==> config.mk <==
export PLATFORM = sky130hd
export DESIGN_NAME = adc_serial_responder
export DESIGN_NICKNAME = d
export VERILOG_FILES = /design/src/rtl/adc_serial_responder.sv
export SDC_FILE = /design/constraint.sdc
export NUM_CORES = 1
export LEC_CHECK = 0
export ABC_AREA = 1
export CORE_AREA = 2 2 60 62
export CTS_BUF_LIST = sky130_fd_sc_hd__clkbuf_4
export DETAILED_ROUTE_END_ITERATION = 8
export DIE_AREA = 0 0 62 64
export HOLD_SLACK_MARGIN = 0.15
export PLACE_DENSITY = 0.81
export SLEW_MARGIN = 15
export SYNTH_ARGS = -nofsm -noshare
export SYNTH_HDL_FRONTEND = slang
export SYNTH_SLANG_ARGS = --single-unit
export TNS_END_PERCENT = 10
==> constraint.sdc <==
create_clock -name i_clk -period 3.8 [get_ports i_clk]
set_clock_uncertainty 0.1 [all_clocks]
set_input_delay 0.38 -clock i_clk [delete_from_list [all_inputs] [get_ports i_clk]]
set_output_delay 0.38 -clock i_clk [all_outputs]
set_load 0.02 [all_outputs]
==> src/rtl/adc_serial_responder.sv <==
// Serial ADC responder: answers the reader's convert/BUSY/SCLK/SDAT sequence with a captured sample word.
// Define ADC_LEAD_ZEROS_EN to prefix every frame with four zero bits (16-clock read of the real part).
module adc_serial_responder #(
    parameter int DATA_W      = 12,
    parameter int CONV_CYCLES = 100,
    parameter int SYNC_STAGES = 2
) (
    input  logic              i_clk,
    input  logic              i_rst,
    input  logic              i_conv_st,
    input  logic              i_sclk,
    input  logic [DATA_W-1:0] i_sample_in,
    output logic              o_busy,
    output logic              o_sdat,
    output logic              o_sample_taken,
    output logic              o_frame_done,
    output logic              o_overrun
);

`ifdef ADC_LEAD_ZEROS_EN
    localparam int LEAD_W = 4;
`else
    localparam int LEAD_W = 0;
`endif
    localparam int FRAME_W = DATA_W + LEAD_W;
    localparam int CONV_W  = (CONV_CYCLES > 1) ? $clog2(CONV_CYCLES) : 1;
    localparam int BIT_W   = $clog2(FRAME_W);

    localparam logic [CONV_W-1:0] CONV_LOAD = CONV_W'(CONV_CYCLES - 1);
    localparam logic [BIT_W-1:0]  BIT_LOAD  = BIT_W'(FRAME_W - 1);

    typedef enum logic [1:0] {IDLE, CONV, READY, SHIFT} state_t;

    state_t                 r_state, w_state_nx;
    logic [SYNC_STAGES-1:0] r_conv_sync, r_sclk_sync;
    logic                   r_conv_dly, r_sclk_dly;
    logic                   w_conv_fall, w_sclk_fall;
    logic [FRAME_W-1:0]     r_shift, w_shift_nx;
    logic [CONV_W-1:0]      r_conv_cnt, w_conv_cnt_nx;
    logic [BIT_W-1:0]       r_bit_cnt, w_bit_cnt_nx;
    logic                   r_busy, w_busy_nx;
    logic                   r_sdat, w_sdat_nx;
    logic                   r_taken, w_taken_nx;
    logic                   r_done, w_done_nx;
    logic                   r_overrun, w_overrun_nx;
    logic                   w_start;

    // Both reader lines idle high, so the synchronizers reset to 1 to avoid a false fall at release.
    always_ff @(posedge i_clk or posedge i_rst) begin
        if (i_rst) begin
            r_conv_sync <= '1;
            r_sclk_sync <= '1;
            r_conv_dly  <= 1'b1;
            r_sclk_dly  <= 1'b1;
        end else begin
            r_conv_sync[0] <= i_conv_st;
            r_sclk_sync[0] <= i_sclk;
            for (int i = 1; i < SYNC_STAGES; i++) begin
                r_conv_sync[i] <= r_conv_sync[i-1];
                r_sclk_sync[i] <= r_sclk_sync[i-1];
            end
            r_conv_dly <= r_conv_sync[SYNC_STAGES-1];
            r_sclk_dly <= r_sclk_sync[SYNC_STAGES-1];
        end
    end

    assign w_conv_fall = r_conv_dly & ~r_conv_sync[SYNC_STAGES-1];
    assign w_sclk_fall = r_sclk_dly & ~r_sclk_sync[SYNC_STAGES-1];

    always_ff @(posedge i_clk or posedge i_rst) begin
        if (i_rst) begin
            r_state    <= IDLE;
            r_shift    <= '0;
            r_conv_cnt <= '0;
            r_bit_cnt  <= '0;
            r_busy     <= 1'b0;
            r_sdat     <= 1'b0;
            r_taken    <= 1'b0;
            r_done     <= 1'b0;
            r_overrun  <= 1'b0;
        end else begin
            r_state    <= w_state_nx;
            r_shift    <= w_shift_nx;
            r_conv_cnt <= w_conv_cnt_nx;
            r_bit_cnt  <= w_bit_cnt_nx;
            r_busy     <= w_busy_nx;
            r_sdat     <= w_sdat_nx;
            r_taken    <= w_taken_nx;
            r_done     <= w_done_nx;
            r_overrun  <= w_overrun_nx;
        end
    end

    always_comb begin
        w_state_nx    = r_state;
        w_shift_nx    = r_shift;
        w_conv_cnt_nx = r_conv_cnt;
        w_bit_cnt_nx  = r_bit_cnt;
        w_busy_nx     = r_busy;
        w_sdat_nx     = r_sdat;
        w_taken_nx    = 1'b0;
        w_done_nx     = 1'b0;
        w_overrun_nx  = 1'b0;
        w_start       = 1'b0;

        case (r_state)
            IDLE: begin
                if (w_conv_fall) w_start = 1'b1;
            end
            CONV: begin
                if (w_conv_fall) w_overrun_nx = 1'b1;
                if (r_conv_cnt == '0) begin
                    w_state_nx   = READY;
                    w_busy_nx    = 1'b0;
                    w_sdat_nx    = r_shift[FRAME_W-1];
                    w_bit_cnt_nx = BIT_LOAD;
                end else begin
                    w_conv_cnt_nx = r_conv_cnt - 1'b1;
                end
            end
            READY, SHIFT: begin
                // A convert request outranks an sclk fall arriving in the same cycle.
                if (w_conv_fall) begin
                    w_start      = 1'b1;
                    w_overrun_nx = (r_state == SHIFT);
                end else if (w_sclk_fall) begin
                    if (r_bit_cnt == '0) begin
                        w_state_nx = IDLE;
                        w_sdat_nx  = 1'b0;
                        w_done_nx  = 1'b1;
                    end else begin
                        w_state_nx   = SHIFT;
                        w_shift_nx   = {r_shift[FRAME_W-2:0], 1'b0};
                        w_sdat_nx    = r_shift[FRAME_W-2];
                        w_bit_cnt_nx = r_bit_cnt - 1'b1;
                    end
                end
            end
            default: w_state_nx = IDLE;
        endcase

        if (w_start) begin
            w_state_nx    = CONV;
            w_shift_nx    = FRAME_W'(i_sample_in);
            w_taken_nx    = 1'b1;
            w_busy_nx     = 1'b1;
            w_sdat_nx     = 1'b0;
            w_conv_cnt_nx = CONV_LOAD;
        end
    end

    assign o_busy         = r_busy;
    assign o_sdat         = r_sdat;
    assign o_sample_taken = r_taken;
    assign o_frame_done   = r_done;
    assign o_overrun      = r_overrun;

endmodule

==> results <==
- The setup path with the least slack is of type reg -> out.
- Of the available clock period, the critical path in the final layout requires approximately 48%.
- The clock net in this run drives a total of 36 sinks.
- After clock tree synthesis, the repair step resized 0 gates.
- The number of global-route vias before repair was 1382.
- Summing all placed instances gives a cell area of between 2000 and 2500 µm².
- The footprint of the multi-input gates is 871 µm².
- The final-report hold violation count was 0.
- Sorting the synthesized cells by area gives the leading types as dfrtp_1 (39%), nand2_1 (15%), dfstp_2 (8.3%).
- The worst setup slack for register-to-register paths is ~2100 ps.
- No sink is reached through more buffers than the 2 on the longest clock path.
- STA classifies the critical path startpoint as a flop.
- In this run the top signal layer used is met4.
- The clock period minus worst slack is 1820 ps.
- The total inserted antenna cells is 0.
- The leading cell type in the layout, fill and taps excluded is nand2_1.
- The count of non-filler cells in the finished layout is 279.
- The number of buffers created by CTS is 5.
- Using the TritonRoute via totals, the vias-per-cell ratio works out to between 5 and 6.
- The number of synthesized flops with an enable pin is 0.
- In the synthesized netlist, the number of instances is 209.
- The die covers 3970 µm².
- The mean area per synthesized cell is 9.13 µm².
- The synthesized design contains 36 register bits.
- The met2 wire length is 1610 µm.
- Cells with a size suffix above 1 make up 20.6% of the layout.
- For this run, the leading register cell type out of synthesis is dfrtp_1.
- The number of levels in the clock H-tree is 2.
- Among cell families on the critical path, the largest total delay comes from buffers and inverters.
- The leakage dissipation is 1.07 nW.
- The first-pass GRT wire length is 6020 µm.
- The maximum clock rate is 549 MHz.
- The detail route stage leaves a number of antenna-violating nets equal to 0.
- The signal on the critical path passes through clkdlybuf4s50_1.
- The worst-case headroom to the max-slew limit is a little under 60%.
- In this run the clock root is driven by a clkbuf_4.
- Before antenna repair, the detailed router went through 4 iterations.
- For this block, wires on met1 add up to roughly 1500 µm.
- The top cell types in the final layout, fill and taps aside, are nand2_1 (74), dfrtp_1 (30), nand3_1 (26).
- The pin count of the biggest net entering global routing is 32.
- The total number of yosys warnings is 0.
- The mapped netlist covers 1910 µm².
- Setup repair after global routing left no endpoint under its margin.
- The number of antenna violations at the first check in global routing is 0.
- The area occupied by registers is 908 µm².
- Data arrives at the worst endpoint at 1340 ps.
- The post-synthesis cell type count is 29.
- The total power is 1.45 mW.
- The number of primary I/O pins is 21.
- The half-perimeter wire length after placement is 2460 µm.
- The maximum fanout along the worst path is 2.
- The max-capacitance violation count is 0.
- The net count of the mapped netlist is 228.
- The total setup violations reported at the end of the flow is 0.
- At the worst endpoint, the required time is 3320 ps.
- The slowest library cell on the worst path is clkdlybuf4s50_1.
- The flow ran to the end, and the final reports show no timing, DRC or antenna violations.
- The count of hold buffers inserted by post-cts repair is 0.
- The total negative slack for setup checks is 0 ps.
- In this design, the stage delay of the slowest critical-path cell is 610 ps.
- The area inside the core boundary is between 3000 and 4000 µm².
- The average wire length per cell after detail routing is 11.8 µm.
- The setup fix buffers added after clock tree synthesis is 0.
- Global routing consumed, over all layers together, 20.5% of the routing resources.
- The total number of vias is around 1400.
- The detailed router finished its first iteration with 65 violations.
- For this run the aggregate overflow at the end of global routing stands at 0.
- For this configuration, the core starts out at a cell density of 58.1%.
- The actual slew at the worst max-slew pin is roughly 620 ps.
- During placement, the flow inserted port buffers numbering 20.
- After detailed routing, the number of remaining DRC violations is 0.
- The class of the worst hold path is reg -> reg.
- The final layout contains routed wiring with a total length of 3300 µm.
- The final standard cell area without fillers is 2170 µm².
- The power per unit of standard cell area is 669 nW/µm².
- The number of buffers and inverters on the critical path is 1.
- The number of filler cells placed in the layout is 282.
- From bottom edge to top edge, the die measures approximately 64 µm.
- After clock tree synthesis, the clock-pin slew on the worst setup and hold paths is approximately 110 ps.
- The floorplan has 21 rows.
- The max-slew violation count is 0.
- Across the VDD grid, the largest voltage drop is 0.312 mV.
- Routability-driven placement finished with a final weighted congestion of about 0.81.
- After synthesis, the share of flip-flops with an asynchronous set or reset is between 90% and 100%.
- STA classifies the critical path endpoint as an output port.
- Relative to the synthesized area, the layout overhead comes to 13.8%.
- The area share of the largest cell type after synthesis is between 30% and 40%.
- For this run, the post-layout net count is 251.
- The clock insertion delay at the later pin of the skew report is 350 ps.
- Summed over all instances, the cell type with the most area after synthesis is dfrtp_1.
- The width of the chip is 62 µm.
- Of the synthesized area, sequential elements account for 47.6%.
- TritonCTS built the clock tree.
- The instance count after placement with tap cells included is 271.
- The routed wire length on met3 is around 120 µm.
[power by group]
group          internal, mW  total [mW]  switching (mW)
Clock                0.0709       0.200           0.129
Sequential            0.516       0.624           0.108
Combinational         0.245       0.627           0.383
Total                 0.832        1.45           0.620
[cell families after synthesis]
logic type	synth area share, %
AO/OA/AOI/OAI	3.15
XOR/XNOR	0.918
adder cells (fa/ha/maj)	1.97
buffers and inverters	6.75
flip-flops	47.6
AND/OR/NAND/NOR	39.6
[path summary, 6_finish.rpt]
| kind | from | to | depth (start not counted) |
|---|---|---|---|
| setup / recovery | o_sdat | o_sdat | 1 |
| hold / removal | r_sclk_sync[0] | r_sclk_sync[1] | 0 |
| setup reg to reg | r_bit_cnt[0] | r_bit_cnt[0] | 7 |
| hold reg to reg | r_sclk_sync[0] | r_sclk_sync[1] | 0 |
| max in group asynchronous | i_rst | r_sclk_sync[0] | 3 |
| min in group asynchronous | i_rst | r_conv_cnt[3] | 2 |
[per-layer routing]
| layer | up-vias | GRT usage (%) |
|---|---|---|
| met5 | - | 0 |
| met4 | 0 | 8.51 |
| met3 | 7 | 5.26 |
| met2 | 24 | 31.6 |
| met1 | 649 | 26.9 |
| li1 | 722 | - |
[synthesized netlist by cell type (4+ instances only)]
master    number
nand2_4        7
nand2_1       74
inv_1         13
dfstp_2        6
nand3_2        7
nand4_1        4
nor2_1         4
nor2_4         5
nand3_1       26
a21boi_1       4
inv_2          4
dfrtp_1       30
[through the flow]
step                hold slack, ps  util [%]  worst slack (ps)
floorplan                      245         -              2370
global placement               246      64.4              1880
detailed placement             247      64.4              1850
CTS                            259      66.1              1960
global route                   256      66.1              1940
finish                         261      66.1              1980
[cell type report]
type | count | share of cell area (%)
sequential | 36 | 41.8
multi-input combinational | 150 | 40.1
timing repair buffer | 21 | 9.57
inverter | 18 | 3.23
tap | 46 | 2.65
clock buffer | 5 | 1.73
clock inverter | 3 | 0.865
[registers in the layout, indices dropped and copies added, names as in the netlist, 2 cells and up]
signal,flops
r_state,2
r_shift,12
r_bit_cnt,4
r_conv_sync,2
r_sclk_sync,2
r_conv_cnt,7
Note: power is estimated with default switching activity, not from simulation.
